`config.mk`:
```
export PLATFORM = sky130hd
export DESIGN_NAME = status_flag_sequencer
export DESIGN_NICKNAME = d
export VERILOG_FILES = /design/src/rtl/status_flag_sequencer_pkg.sv /design/src/rtl/status_flag_sequencer_shadow_stack.sv /design/src/rtl/status_flag_sequencer.sv
export SDC_FILE = /design/constraint.sdc
export NUM_CORES = 1
export LEC_CHECK = 0
export CAP_MARGIN = 25
export CORE_AREA = 2 2 39 41
export DETAILED_ROUTE_END_ITERATION = 10
export DIE_AREA = 0 0 41 43
export PLACE_DENSITY = 0.67
export SLEW_MARGIN = 5
export SYNTH_ARGS = -nofsm -noshare
export SYNTH_HDL_FRONTEND = slang
export SYNTH_SLANG_ARGS = --single-unit
```
`constraint.sdc`:
```
create_clock -name clock -period 3.7 [get_ports clock]
set_clock_uncertainty 0.2 [all_clocks]
set_input_delay 0.74 -clock clock [delete_from_list [all_inputs] [get_ports clock]]
set_output_delay 0.74 -clock clock [all_outputs]
set_load 0.05 [all_outputs]
```
`src/rtl/status_flag_sequencer_pkg.sv`:
```
// Shared definitions for the status flag sequencer: FSM state encodings,
// grant source IDs and default shadow stack sizing.
package status_flag_sequencer_pkg;

    localparam int STACK_DEPTH_DEF = 4;
    localparam int DEPTH_W_DEF     = 4;

    typedef enum logic [1:0] {
        IDLE  = 2'd0,
        WRITE = 2'd1,
        SAVE  = 2'd2,
        NOP   = 2'd3
    } seqState_t;

    typedef enum logic [1:0] {
        SRC_ALU     = 2'd0,
        SRC_BUS     = 2'd1,
        SRC_RESTORE = 2'd2,
        SRC_SAVE    = 2'd3
    } srcId_t;

endpackage

```
`src/rtl/status_flag_sequencer_shadow_stack.sv`:
```
// LIFO of saved C/Z pairs; entry 0 is always the top of stack, so pushes
// shift older entries down and pops shift them back up.
module status_shadow_stack
    import status_flag_sequencer_pkg::*;
#(
    parameter int STACK_DEPTH = STACK_DEPTH_DEF,
    parameter int DEPTH_W     = DEPTH_W_DEF
) (
    input  logic               clock,
    input  logic               reset,
    input  logic               push,
    input  logic               pop,
    input  logic [1:0]         din,
    output logic [1:0]         dout,
    output logic               full,
    output logic               empty,
    output logic [DEPTH_W-1:0] depth
);

    logic [1:0] mem [STACK_DEPTH];

    assign full  = (depth == DEPTH_W'(STACK_DEPTH));
    assign empty = (depth == '0);
    assign dout  = mem[0];

    // Contents are not reset; only the depth counter defines what is valid.
    always_ff @(posedge clock) begin
        if (push && !full) begin
            mem[0] <= din;
            for (int i = 1; i < STACK_DEPTH; i++) begin
                mem[i] <= mem[i-1];
            end
        end else if (pop && !empty) begin
            for (int i = 0; i < STACK_DEPTH - 1; i++) begin
                mem[i] <= mem[i+1];
            end
        end
    end

    always_ff @(posedge clock) begin
        if (reset) begin
            depth <= '0;
        end else if (push && !full) begin
            depth <= depth + DEPTH_W'(1);
        end else if (pop && !empty) begin
            depth <= depth - DEPTH_W'(1);
        end
    end

endmodule

```
`src/rtl/status_flag_sequencer.sv`:
```
// Owns the active-low load strobe of the carry/zero status register and
// arbitrates ALU, bus and shadow-restore writes. STATUS_SHADOW_EN adds the shadow stack.
//
// state | meaning
// IDLE  | arbitrate save > restore > bus > alu, latch write data at grant
// WRITE | status register load strobe low, ack the granted writer
// SAVE  | save_ack, overflow reported if the push was refused
// NOP   | ack with no register write (empty restore, or save/restore without stack)
module status_flag_sequencer
    import status_flag_sequencer_pkg::*;
#(
    parameter int STACK_DEPTH = STACK_DEPTH_DEF,
    parameter int DEPTH_W     = DEPTH_W_DEF
) (
    input  logic               clock,
    input  logic               reset,
    input  logic               alu_req,
    input  logic               alu_c,
    input  logic               alu_z,
    output logic               alu_ack,
    input  logic               bus_req,
    input  logic               bus_c,
    input  logic               bus_z,
    output logic               bus_ack,
    input  logic               save_req,
    output logic               save_ack,
    input  logic               restore_req,
    output logic               restore_ack,
    input  logic               status_c,
    input  logic               status_z,
    output logic               status_not_load,
    output logic               status_c_in,
    output logic               status_z_in,
    output logic               busy,
    output logic [DEPTH_W-1:0] stack_depth,
    output logic               err_overflow,
    output logic               err_underflow
);

    localparam bit unusedCfgOk = ((2 ** DEPTH_W) > STACK_DEPTH);

    seqState_t state, nextState;
    srcId_t    src, nextSrc;
    logic      cLatch, zLatch, nextC, nextZ;
    logic      ackEn;

`ifdef STATUS_SHADOW_EN
    logic               stackPush, stackPop, stackFull, stackEmpty;
    logic [1:0]         stackDout;
    logic [DEPTH_W-1:0] stackDepth;
    logic               ovfPending, nextOvf;

    status_shadow_stack #(
        .STACK_DEPTH (STACK_DEPTH),
        .DEPTH_W     (DEPTH_W)
    ) u_stack (
        .clock (clock),
        .reset (reset),
        .push  (stackPush),
        .pop   (stackPop),
        .din   ({status_c, status_z}),
        .dout  (stackDout),
        .full  (stackFull),
        .empty (stackEmpty),
        .depth (stackDepth)
    );
`else
    logic unusedStatus;
    assign unusedStatus = status_c ^ status_z;
`endif

    always_comb begin
        nextState = state;
        nextSrc   = src;
        nextC     = cLatch;
        nextZ     = zLatch;
`ifdef STATUS_SHADOW_EN
        stackPush = 1'b0;
        stackPop  = 1'b0;
        nextOvf   = ovfPending;
`endif
        case (state)
            IDLE: begin
                if (save_req) begin
                    nextSrc = SRC_SAVE;
`ifdef STATUS_SHADOW_EN
                    nextState = SAVE;
                    stackPush = ~stackFull;
                    nextOvf   = stackFull;
`else
                    nextState = NOP;
`endif
                end else if (restore_req) begin
                    nextSrc = SRC_RESTORE;
`ifdef STATUS_SHADOW_EN
                    if (stackEmpty) begin
                        nextState = NOP;
                    end else begin
                        stackPop  = 1'b1;
                        nextC     = stackDout[1];
                        nextZ     = stackDout[0];
                        nextState = WRITE;
                    end
`else
                    nextState = NOP;
`endif
                end else if (bus_req) begin
                    nextSrc   = SRC_BUS;
                    nextC     = bus_c;
                    nextZ     = bus_z;
                    nextState = WRITE;
                end else if (alu_req) begin
                    nextSrc   = SRC_ALU;
                    nextC     = alu_c;
                    nextZ     = alu_z;
                    nextState = WRITE;
                end
            end
            default: nextState = IDLE;
        endcase
    end

    always_ff @(posedge clock) begin
        if (reset) begin
            state  <= IDLE;
            src    <= SRC_ALU;
            cLatch <= 1'b0;
            zLatch <= 1'b0;
`ifdef STATUS_SHADOW_EN
            ovfPending <= 1'b0;
`endif
        end else begin
            state  <= nextState;
            src    <= nextSrc;
            cLatch <= nextC;
            zLatch <= nextZ;
`ifdef STATUS_SHADOW_EN
            ovfPending <= nextOvf;
`endif
        end
    end

    // Reset overrides a WRITE in flight: no load, and no completion reported.
    assign ackEn           = ~reset;
    assign status_not_load = ~(state == WRITE) | reset;
    assign status_c_in     = cLatch;
    assign status_z_in     = zLatch;
    assign busy            = (state != IDLE);

    assign alu_ack     = ackEn & (state == WRITE) & (src == SRC_ALU);
    assign bus_ack     = ackEn & (state == WRITE) & (src == SRC_BUS);
    assign save_ack    = ackEn & ((state == SAVE) | ((state == NOP) & (src == SRC_SAVE)));
    assign restore_ack = ackEn & ((state == WRITE) | (state == NOP)) & (src == SRC_RESTORE);

`ifdef STATUS_SHADOW_EN
    assign err_overflow  = ackEn & (state == SAVE) & ovfPending;
    assign err_underflow = ackEn & (state == NOP) & (src == SRC_RESTORE);
    assign stack_depth   = stackDepth;
`else
    assign err_overflow  = 1'b0;
    assign err_underflow = 1'b0;
    assign stack_depth   = '0;
`endif

endmodule
```
# [Word level (Yosys, flattened, before mapping)]
# Cells that the tools add are included.
[op_classes] eq_ne=6 bitwise_logic=15 mux=12 n_reduce_logical=8
[op_table] cell="$mux W2" n=8
[op_table] cell="$eq A2 B2 Y1 const B" n=4
[op_table] cell="$and A1 B1 Y1" n=7
[op_table] cell="$not A1 Y1" n=5
[op_table] cell="$eq A2 B1 Y1 const B" n=2
[op_table] cell="$logic_not A2 Y1" n=2
[op_table] cell="$mux W1" n=4
[op_table] cell="$reduce_and A4 Y1" n=1
[op_table] cell="$reduce_bool A2 Y1" n=2
[op_table] cell="$reduce_bool A4 Y1" n=1
[op_table] cell="$or A1 B1 Y1" n=3
[op_table] cell="$reduce_and A2 Y1" n=1
[op_table] cell="$reduce_or A2 Y1" n=1
[totals] output_inout_bits=14 inputBits=12 wordCells=45 reg_bits=6

# [Longest topological paths before layout]
[logic_depth] depth_word=4 ltp_mapped=4 mapped_depth_nobuf=4

# [Worst setup path before layout]
# Ideal clock, no wire load.
[synth_path] path_type="input -> output" startpoint="input reset" endpoint="output bus_ack" path_buffers=0 stages=2 arrival_ps=2578 setup_slack_ps=182 required_ps=2760 cell_sequence="or3b_1 > nor3b_1"
[synth_via] elab_chain_len=3
[synth_rtl] item="from (decl)" line_no="status_flag_sequencer.sv:16" source="input logic reset,"
[synth_rtl] item="$not A1 Y1" line_no="status_flag_sequencer.sv:144" source="assign ackEn = ~reset;"
[synth_rtl] item="$and A1 B1 Y1 (2 in series)" line_no="status_flag_sequencer.sv:151" source="assign bus_ack = ackEn & (state == WRITE) & (src == SRC_BUS);"
[synth_rtl] item="to (decl)" line_no="status_flag_sequencer.sv:24" source="output logic bus_ack,"
# Every way passes these cells.

# [Worst setup path in the final report]
[layout_path] startpoint="input reset" endpoint="output status_not_load"
[layout_via] elab_chain_len=1
[layout_rtl] item="$or A1 B1 Y1" line_no="status_flag_sequencer.sv:145" source="assign status_not_load = ~(state == WRITE) | reset;"
[layout_rtl] item="to (decl)" line_no="status_flag_sequencer.sv:31" source="output logic status_not_load,"
# Every way passes these cells.

==> flow_metrics.env <==
export IMPL_routabilityCongestion=0.7498
export IMPL_ctsResizeCount=0
export IMPL_reg2reg_depth=4
export IMPL_synth_top_family_by_area="simple AND/OR/NAND/NOR gates"
export IMPL_drv_cap=0
export IMPL_holdBufCountCts=0
export IMPL_grt_use_total_pct=9.778
export IMPL_nets=76
export IMPL_rows=14
export IMPL_grt_overflow=0
export IMPL_die_y_um=43
export IMPL_hp_class="reg2reg"
export IMPL_yosys_area_share_simple_pct=30.29
export IMPL_initial_core_util_pct=27.76
export IMPL_antenna_found_initial=0
export IMPL_synth_area_leaders="dfxtp_1 (31%), buf_4 (12%), mux2_2 (5.9%)"
export IMPL_r2r_setup_slack_ps=2150
export IMPL_cts_root_buf="clkbuf_4"
export IMPL_maxSlewHeadroom_pct=66.33
export IMPL_clkTransAtPathRegs_ps=40
export IMPL_avgSynthCellArea_um2=8.933
export IMPL_min_from="src[1]"
export IMPL_postLayoutSetupSlackWorst_ps=508.4
export IMPL_drc=0
export IMPL_ys_seq_elements=6
export IMPL_cp_arrival_ps=2250
export IMPL_die_w_um=41
export IMPL_firstDrtPassIters=4
export IMPL_post_place_ws_ps=501.2
export IMPL_crit_fanout=3
export IMPL_finalHoldViolCount=0
export IMPL_synth_xor_area_share_pct=0
export IMPL_stdcell_area_um2=589.3
export IMPL_outcome="finished clean"
export IMPL_max_slew_worst_pin_slew_ps=503.4
export IMPL_vias=352
export IMPL_drt_iter0_markers=8
export IMPL_ys_seq_area_share_pct=31.27
export IMPL_rsz0062_at_grt="false"
export IMPL_syn2layout_area_growth_pct=53.42
export IMPL_min_period_ps=3192
export IMPL_netlist_area_um2=384.1
export IMPL_r2r_start="state[1]"
export IMPL_setup_viol=0
export IMPL_fin_crit_sh_pct=86.26
export IMPL_cp_data_required_time_ps=2760
export IMPL_p_total_uw=217.6
export IMPL_ir_worst_vdd_uv=177.1
export IMPL_dieArea_mm2=0.001763
export IMPL_muxShareOfSynthArea_pct=11.07
export IMPL_placed_cell_area_um2=566.8
export IMPL_grt_max_degree=11
export IMPL_clock_sinks=6
export IMPL_fmax_mhz=313.3
export IMPL_grt_pass1_vias=287
export IMPL_path_class="in2out"
export IMPL_pin_count=26
export IMPL_io_buffers=17
export IMPL_core_mm2=0.001384
export IMPL_hold_end="src[1]"
export IMPL_clk_path_buf_depth=2
export IMPL_cts_setup_buffers=0
export IMPL_synth_compound_area_share_pct=11.73
export IMPL_cts_tree="done"
export IMPL_synth_area_leader_cell="dfxtp_1"
export IMPL_setup_worst_path_end_class="primary output"
export IMPL_via_per_inst=4.513
export IMPL_n_antenna_cell=0
export IMPL_grt_pass1_wl_um=1138
export IMPL_ys_warn_count=0
export IMPL_drt_total_wl_um=705
export IMPL_r2r_end="status_z_in"
export IMPL_fin_cells=78
export IMPL_placed_cells=75
export IMPL_synthDominantCellAreaShare_pct=31.27
export IMPL_min_path_cells=2
export IMPL_insertion_delay_ps=250
export IMPL_h_tree_depth=1
export IMPL_cts_made_buffers=3
export IMPL_maxSlewViolCount=0
export IMPL_p_leak_uw=0.0002407
export IMPL_final_layout_size_suffix_gt1_share_pct=25.81
export IMPL_antenna_left=0
export IMPL_final_common_cell="clkdlybuf4s50_1"
export IMPL_wl_per_cell_um=9.038
export IMPL_cp_start_kind="input pin"
export IMPL_powerDensity_mw_per_mm2=369.2
export IMPL_synth_distinct_cells=23
export IMPL_final_cell_mix="clkdlybuf4s50_1 (13), conb_1 (6), dfxtp_1 (6)"
export IMPL_synthCells=43
export IMPL_synth_fa_ha_area_share_pct=0
export IMPL_setup_tns_final_ps=0
==> area by class of cell <==
cell class / instances / area (um2)
fill: 138 / 794.5
multi-input combinational: 33 / 226.5
timing repair buffer: 18 / 192.7
sequential: 6 / 120.1
clock buffer: 3 / 22.52
tap: 16 / 20.02
inverter: 2 / 7.507
==> cell usage after synthesis <==
cell	n
clkbuf_1	1
nor2b_1	2
or4_4	1
inv_1	1
buf_4	6
a311oi_2	1
nand2_1	1
nor3b_1	1
nor4_2	1
nor2_4	1
nor3b_2	1
inv_2	1
o21ai_0	2
a21oi_1	4
conb_1	1
nor4bb_1	1
mux2_2	2
or3b_1	1
nor2_1	4
nor3_1	1
mux2i_1	2
dfxtp_1	6
nand2b_1	1
==> worst max path at each step <==
| stage | endpoint | slack (ps) | depth (start not counted) | startpoint |
|---|---|---|---|---|
| floorplan | bus_ack | 180 | 2 | reset |
| global placement | status_not_load | 500 | 3 | reset |
| detailed placement | status_not_load | 500 | 3 | reset |
| CTS | status_not_load | 500 | 3 | reset |
| global route | status_not_load | 440 | 3 | reset |
| finish | status_not_load | 510 | 3 | reset |
==> state kept, by name, indices dropped and copies added, names as in the netlist <==
name	count
state	2
src	2
status_c_in	1
status_z_in	1
==> stage by stage <==
step	utilization (%)	hold slack (ps)
6_report	42.59	325.4
5_1_grt	42.59	346.4
2_1_floorplan	-	288.7
3_5_place_dp	40.96	317.4
4_1_cts	42.59	324.5
3_3_place_gp	40.96	320.6
==> cells by family (layout without fill, tap and decap cells) <==
group                  count (synthesis)  after routing
muxes                                  4              4
DFF                                    6              6
buffers and inverters                  9             23
other                                  1              6
and+or+nand+nor                       16             16
AOI/OAI and AO/OA                      7              7
==> report_power, final <==
group	leakage [uW]	switching [uW]	internal, uW	total (uW)
Sequential	0.0000496	5.99	70.9	76.9
Combinational	0.000177	49.5	30.5	80.0
Clock	0.0000138	24.0	36.7	60.7
Total	0.000241	79.4	138	218
==> critical path, stage by stage <==
cell	delay, ps
clkdlybuf4s50_1	410
or3b_1	390
clkdlybuf4s50_1	720
==> layer usage <==
metal | vias up | routed length [um] | track usage (%)
li1 | 176 | - | -
met1 | 152 | 294 | 12.05
met2 | 22 | 307 | 12.19
met3 | 2 | 97 | 7.853
met4 | 0 | 6 | 4.000
met5 | - | 0 | 0
(Power assumes the default switching activity.)
